==> src/rtl/ysyx_22050058_pipe_ctrl_pkg.sv <==
// Shared constants for the pipeline control block: stage indices, canonical
// stall/flush patterns, controller state encoding and the stall priority helper.
package ysyx_22050058_pipe_ctrl_pkg;

    localparam int INST_ADDR_W = 64;
    localparam int CTRL_W      = 6;

    localparam int STAGE_PC  = 0;
    localparam int STAGE_IF  = 1;
    localparam int STAGE_ID  = 2;
    localparam int STAGE_EX  = 3;
    localparam int STAGE_MEM = 4;
    localparam int STAGE_WB  = 5;

    localparam logic [CTRL_W-1:0] STALL_NONE = 6'b000000;
    localparam logic [CTRL_W-1:0] STALL_IF   = 6'b000011;
    localparam logic [CTRL_W-1:0] STALL_ID   = 6'b000111;
    localparam logic [CTRL_W-1:0] STALL_EX   = 6'b001111;
    localparam logic [CTRL_W-1:0] STALL_MEM  = 6'b011111;

    localparam logic [CTRL_W-1:0] FLUSH_NONE = 6'b000000;
    localparam logic [CTRL_W-1:0] FLUSH_BR   = 6'b000110;
    localparam logic [CTRL_W-1:0] FLUSH_TRAP = 6'b011110;

    typedef enum logic {
        CTRL_IDLE = 1'b0,
        CTRL_PEND = 1'b1
    } ctrl_state_t;

    // Deepest requester wins; the holds of all shallower registers are implied.
    function automatic logic [CTRL_W-1:0] stall_encode(
        input logic req_mem,
        input logic req_ex,
        input logic req_id,
        input logic req_if
    );
        if (req_mem)     return STALL_MEM;
        else if (req_ex) return STALL_EX;
        else if (req_id) return STALL_ID;
        else if (req_if) return STALL_IF;
        else             return STALL_NONE;
    endfunction

endpackage

==> src/rtl/ysyx_22050058_pipe_ctrl.sv <==
// Merges stage stall requests and EX/MEM redirects into stall/flush vectors and the PC redirect.
// Outputs are combinational (zero latency); a redirect blocked by an outstanding fetch is held in PEND.
module ysyx_22050058_pipe_ctrl
    import ysyx_22050058_pipe_ctrl_pkg::*;
(
    input  logic                   clk,
    input  logic                   rst,
    input  logic                   stallreq_if,
    input  logic                   stallreq_id,
    input  logic                   stallreq_ex,
    input  logic                   stallreq_mem,
    input  logic                   ex_redirect_i,
    input  logic [INST_ADDR_W-1:0] ex_target_i,
    input  logic                   mem_trap_i,
    input  logic [INST_ADDR_W-1:0] mem_trap_pc_i,
    output logic [CTRL_W-1:0]      stall,
    output logic [CTRL_W-1:0]      flush,
    output logic                   redirect_o,
    output logic [INST_ADDR_W-1:0] redirect_pc_o
);

    ctrl_state_t            state;
    ctrl_state_t            state_nxt;
    logic [INST_ADDR_W-1:0] pend_pc;
    logic [INST_ADDR_W-1:0] pend_pc_nxt;
    logic [INST_ADDR_W-1:0] target;
    logic                   trap_acc;
    logic                   br_acc;
    logic                   have_target;

    // The older trapping instruction beats a branch; while PEND the EX stage is wrong-path.
    assign trap_acc = mem_trap_i & ~stallreq_mem;
    assign br_acc   = ex_redirect_i & ~stallreq_mem & ~stallreq_ex & ~trap_acc
                    & (state == CTRL_IDLE);

    always_comb begin
        stall         = STALL_NONE;
        flush         = FLUSH_NONE;
        redirect_o    = 1'b0;
        redirect_pc_o = '0;
        state_nxt     = state;
        pend_pc_nxt   = pend_pc;
        target        = '0;
        have_target   = 1'b0;

        if (!rst) begin
            stall = stall_encode(stallreq_mem, stallreq_ex, stallreq_id & ~br_acc, stallreq_if);

            if (trap_acc) begin
                flush       = FLUSH_TRAP;
                target      = mem_trap_pc_i;
                have_target = 1'b1;
            end else if (br_acc) begin
                flush       = FLUSH_BR;
                target      = ex_target_i;
                have_target = 1'b1;
            end

            // Pending redirect: keep dropping whatever IF delivers until the PC is reloaded.
            if (state == CTRL_PEND) begin
                flush[STAGE_IF] = 1'b1;
                if (!have_target) begin
                    target      = pend_pc;
                    have_target = 1'b1;
                end
            end

            if (have_target) begin
                if (stallreq_if) begin
                    pend_pc_nxt = target;
                    state_nxt   = CTRL_PEND;
                end else begin
                    redirect_o    = 1'b1;
                    redirect_pc_o = target;
                    state_nxt     = CTRL_IDLE;
                end
            end
        end
    end

    always_ff @(posedge clk or posedge rst) begin
        if (rst) begin
            state   <= CTRL_IDLE;
            pend_pc <= '0;
        end else begin
            state   <= state_nxt;
            pend_pc <= pend_pc_nxt;
        end
    end

endmodule

==> config.mk <==
export PLATFORM = sky130hd
export DESIGN_NAME = ysyx_22050058_pipe_ctrl
export DESIGN_NICKNAME = d
export VERILOG_FILES = /design/src/rtl/ysyx_22050058_pipe_ctrl_pkg.sv /design/src/rtl/ysyx_22050058_pipe_ctrl.sv
export SDC_FILE = /design/constraint.sdc
export NUM_CORES = 1
export LEC_CHECK = 0
export ABC_AREA = 1
export CAP_MARGIN = 15
export CORE_UTILIZATION = 35
export DETAILED_ROUTE_END_ITERATION = 6
export GPL_TIMING_DRIVEN = 0
export PLACE_DENSITY_LB_ADDON = 0.08
export SYNTH_ARGS = -nofsm -noshare
export SYNTH_HDL_FRONTEND = slang
export SYNTH_SLANG_ARGS = --single-unit
==> constraint.sdc <==
create_clock -name clk -period 3.1 [get_ports clk]
set_input_delay 0.465 -clock clk [delete_from_list [all_inputs] [get_ports clk]]
set_output_delay 0.465 -clock clk [all_outputs]
set_load 0.005 [all_outputs]
==> summary by stage <==
Place
Buffers placed on the I/O ports in this run total 208. The placed instances occupy a cell area of 7130 um^2. Routability-driven placement finished with a final weighted congestion of 0.758.

Detailed placement ended at an HPWL of 12500 um.

Run
Across the run, the number of max-cap violations was 0.

Yosys
The cell with the most instances after synthesis is nand2_1. In the synthesized netlist the async set-or-reset flop fraction comes to 100%. In the synthesized netlist the dominant register cell turns out to be dfrtp_1.

The share of the synthesized area in compound gates (AO/OA/AOI/OAI) is under 10%. Synthesis instantiated 17 different standard cells from the library. Multiplexer cells account for 0% of the synthesized area.

The register bit total from synthesis is 65. Sorting the synthesized cells by how often they occur yields nand2_1 (450), nand3_1 (130), a21oi_1 (65), dfrtp_1 (65), buf_2 (30). The count of mapped cells out of synthesis is 802. The average instance in the mapped netlist occupies 6.00 um^2. By area, the combinational part of the netlist is dominated by simple AND/OR/NAND/NOR gates. The synthesized netlist devotes 0% of its cell area to adder and majority cells.

The yosys synthesis warning count is 0. The xor/xnor share of the synthesized area is 0%. The register area share after synthesis is between 30% and 40%. The biggest area consumer among synthesized cells is nand2_1. The post-synthesis share of cell area spent on and, or, nand and nor gates is around 50%.

The share of the synthesized area in the top cell type is between 30% and 40%. In this run the cell area of the synthesized design comes to ~4800 um^2. Sorting the synthesized cells by area gives the leading types as nand2_1 (35%), dfrtp_1 (34%), nand3_1 (14%), a21oi_1 (6.8%), buf_4 (3.6%).

Yosys mapped a number of flops with a built-in enable equal to 0.

Setup path
The worst setup path is captured at an output pin. The critical path capture point is redirect_pc_o[55]. The worst setup path is launched from an input port. The endpoint of the worst register-to-register path is pend_pc[50].

The path type of the worst setup path is in2out. For the worst flop-to-flop path, the logic depth is 6. Walking the worst path, the cells encountered are clkdlybuf4s50_1 > inv_2 > nand2_2 > nand3_2 > nand3_1 > buf_6 > buf_4 > a21oi_1 > clkdlybuf4s50_1. Among the stages of the critical path, the cell type that occurs most often is clkdlybuf4s50_1.

The critical-path maximum fanout is 10. In this design, the stage delay of the slowest critical-path cell is 0.56 ns. The launching element of the worst setup path is stallreq_mem. For the worst setup path, the data arrival time is 2.53 ns. The cell at the slowest stage of the critical path is clkdlybuf4s50_1.

For the worst setup path, the data required time is 2.63 ns. The reg-to-reg startpoint is state. The setup slack on the worst flop-to-flop path is 1.56 ns.

Die
The floorplan step set the die height to approximately 120 um. between 200 and 250 I/O pins were placed. The core outline area is 13300 um^2. After floorplanning, the core was divided into 42 placement rows. The horizontal die dimension is 119 um. The area enclosed by the die boundary is between 10000 and 15000 um^2. The starting utilization of the core area is 36.1%.

Cells and area
For this run, the post-layout net count is ~1200. The layout has 1377 filler cells. The area overhead of the layout relative to synthesis is 54.6%.

For this run, the share of the core covered by cells in the final layout is a little under three fifths. Of the cells placed in the final design, the portion with a size suffix greater than 1 is 7.31%. Summing all non-filler instances in the final layout gives an area of 7440 um^2.

The number of antenna cells inserted is 0.

Timing
The slew of the pin with the lowest slew margin is 0.519 ns. The max-slew violation total from the final report came to 0. Setup violations remaining at the end of the flow were counted as 0. Clock skew on the completed layout was measured at 0.00490 ns.

The final hold violation count is 0. The remaining max-slew budget at the tightest pin is approximately 65%. The setup TNS is 0 ns. The minimum clock period is 2.99 ns.

The final clock period utilization by the worst path is a little over nine tenths. The timing-limited maximum frequency is 334 MHz.

Power
After layout, the design draws a total of approximately 2700 uW. The analysis attributes to cell leakage a power of between 0.003 and 0.004 uW. Power spread over the standard cell area amounts to 361 nW/um^2. The worst-case IR drop observed on VDD is 0.200 mV.

Global routing
The initial antenna violation count is 0. The first-pass GRT wire length is approximately 27000 um. The pin count of the biggest net entering global routing is 69. For this run the aggregate overflow at the end of global routing stands at 0.

The via count of the first global-routing pass came to 5355. In the global route stage, overall resource usage came out at 24.4%.

Clock tree
The number of clock sinks is between 60 and 70. The CTS root buffer is clkbuf_16. The clock tree from TritonCTS is built. The clock passes through at most 2 buffers. Clock-pin slew was measured on the worst setup and hold paths at ~0.05 ns. The H-tree was split into 3 levels.

The number of gates resized after cts is 6. The number of setup buffers added after CTS is 0. Clock latency on the worst-skew pair, taken at its later pin, is 0.33 ns. The CTS buffer count is 9. The total of hold buffers inserted after clock tree synthesis is 0.

Drt
The aggregate routed wire length is 17000 um. The DRC violations left is 0. The detailed router finished its first iteration with ~340 violations. The average wire length per cell after detail routing is 14.1 um. The post-route antenna net violation count is 0. Dividing the detail-routed via count by the number of cells gives around 4.8.

The total via count in the routed design is ~5800. The pre-antenna-repair detailed-routing pass consisted of 4 iterations.

Worst hold path
The worst min-delay path category is in2async.

Run status
The flow ran to the end, and the final reports show no timing, DRC or antenna violations.
metrics by stage:
stage / hold slack [ns] / instances / worst slack [ns]
5_1_grt: 0.420 / 1202 / -0.00238
4_1_cts: 0.368 / 1202 / 0.0140
6_report: 0.339 / 1202 / 0.108
3_3_place_gp: 0.462 / 1188 / -0.703
2_1_floorplan: 0.449 / 804 / 0.516
3_5_place_dp: 0.466 / 1188 / -0.228
routing by layer:
layer	wire length, um	global-route usage, %	vias to the layer above
met4	197	6.01	0
met1	7430	31.7	2569
met3	1250	5.80	14
met5	0	0	-
met2	8120	40.5	189
li1	-	-	3006
cells by family (layout without fill, tap and decap cells):
kind of cell           after synthesis  count (layout)
flip-flops                          65              65
buffers and inverters               76             298
AO/OA/AOI/OAI                       67              67
AND/OR/NAND/NOR                    593             593
other                                1               3
flip-flops by register name, indices dropped and copies added, names as in the netlist:
| name | flops |
|---|---|
| pend_pc | 64 |
| state | 1 |
cell usage in the layout, fill, tap and decap left out, types with 9 or more instances in the layout:
master           instances
nand2_1                450
clkdlybuf4s50_1        206
nand3_1                130
a21oi_1                 65
dfrtp_1                 65
buf_4                   23
buf_2                   20
clkbuf_1                10
clkbuf_16                9
power by group:
group / total, uW / switching, uW / internal (uW) / leakage [uW]
Combinational: 772 / 398 / 374 / 0.00287
Clock: 872 / 341 / 531 / 0.000120
Sequential: 1040 / 68.0 / 977 / 0.000874
worst max-delay path: cells and delay by family:
| family | cells | cell delay, ns |
|---|---|---|
| AOI/OAI and AO/OA | 1 | 0.15 |
| buffers and inverters | 5 | 1.51 |
| and+or+nand+nor | 3 | 0.39 |
final cells by class:
| class | instances | area [um^2] | share of cell area, % |
|---|---|---|---|
| multi-input cells | 663 | 2760 | 37.1 |
| repair buffers | 208 | 2090 | 28.0 |
| flip-flops and latches | 65 | 1630 | 21.9 |
| plain buffers | 67 | 442 | 5.93 |
| clock buffers | 13 | 240 | 3.23 |
| well taps | 176 | 220 | 2.96 |
| inverters | 9 | 60.1 | 0.807 |
| clock inverters | 1 | 5.00 | 0.0672 |
worst min path at each step:
| stage | slack [ns] | start | end |
|---|---|---|---|
| floorplan | 0.45 | pend_pc[29] | pend_pc[29] |
| global placement | 0.46 | pend_pc[19] | pend_pc[19] |
| detailed placement | 0.47 | pend_pc[48] | pend_pc[48] |
| CTS | 0.37 | rst | pend_pc[52] |
| global route | 0.42 | rst | pend_pc[51] |
| finish | 0.34 | rst | pend_pc[0] |
Note: power is estimated with default switching activity, not from simulation.
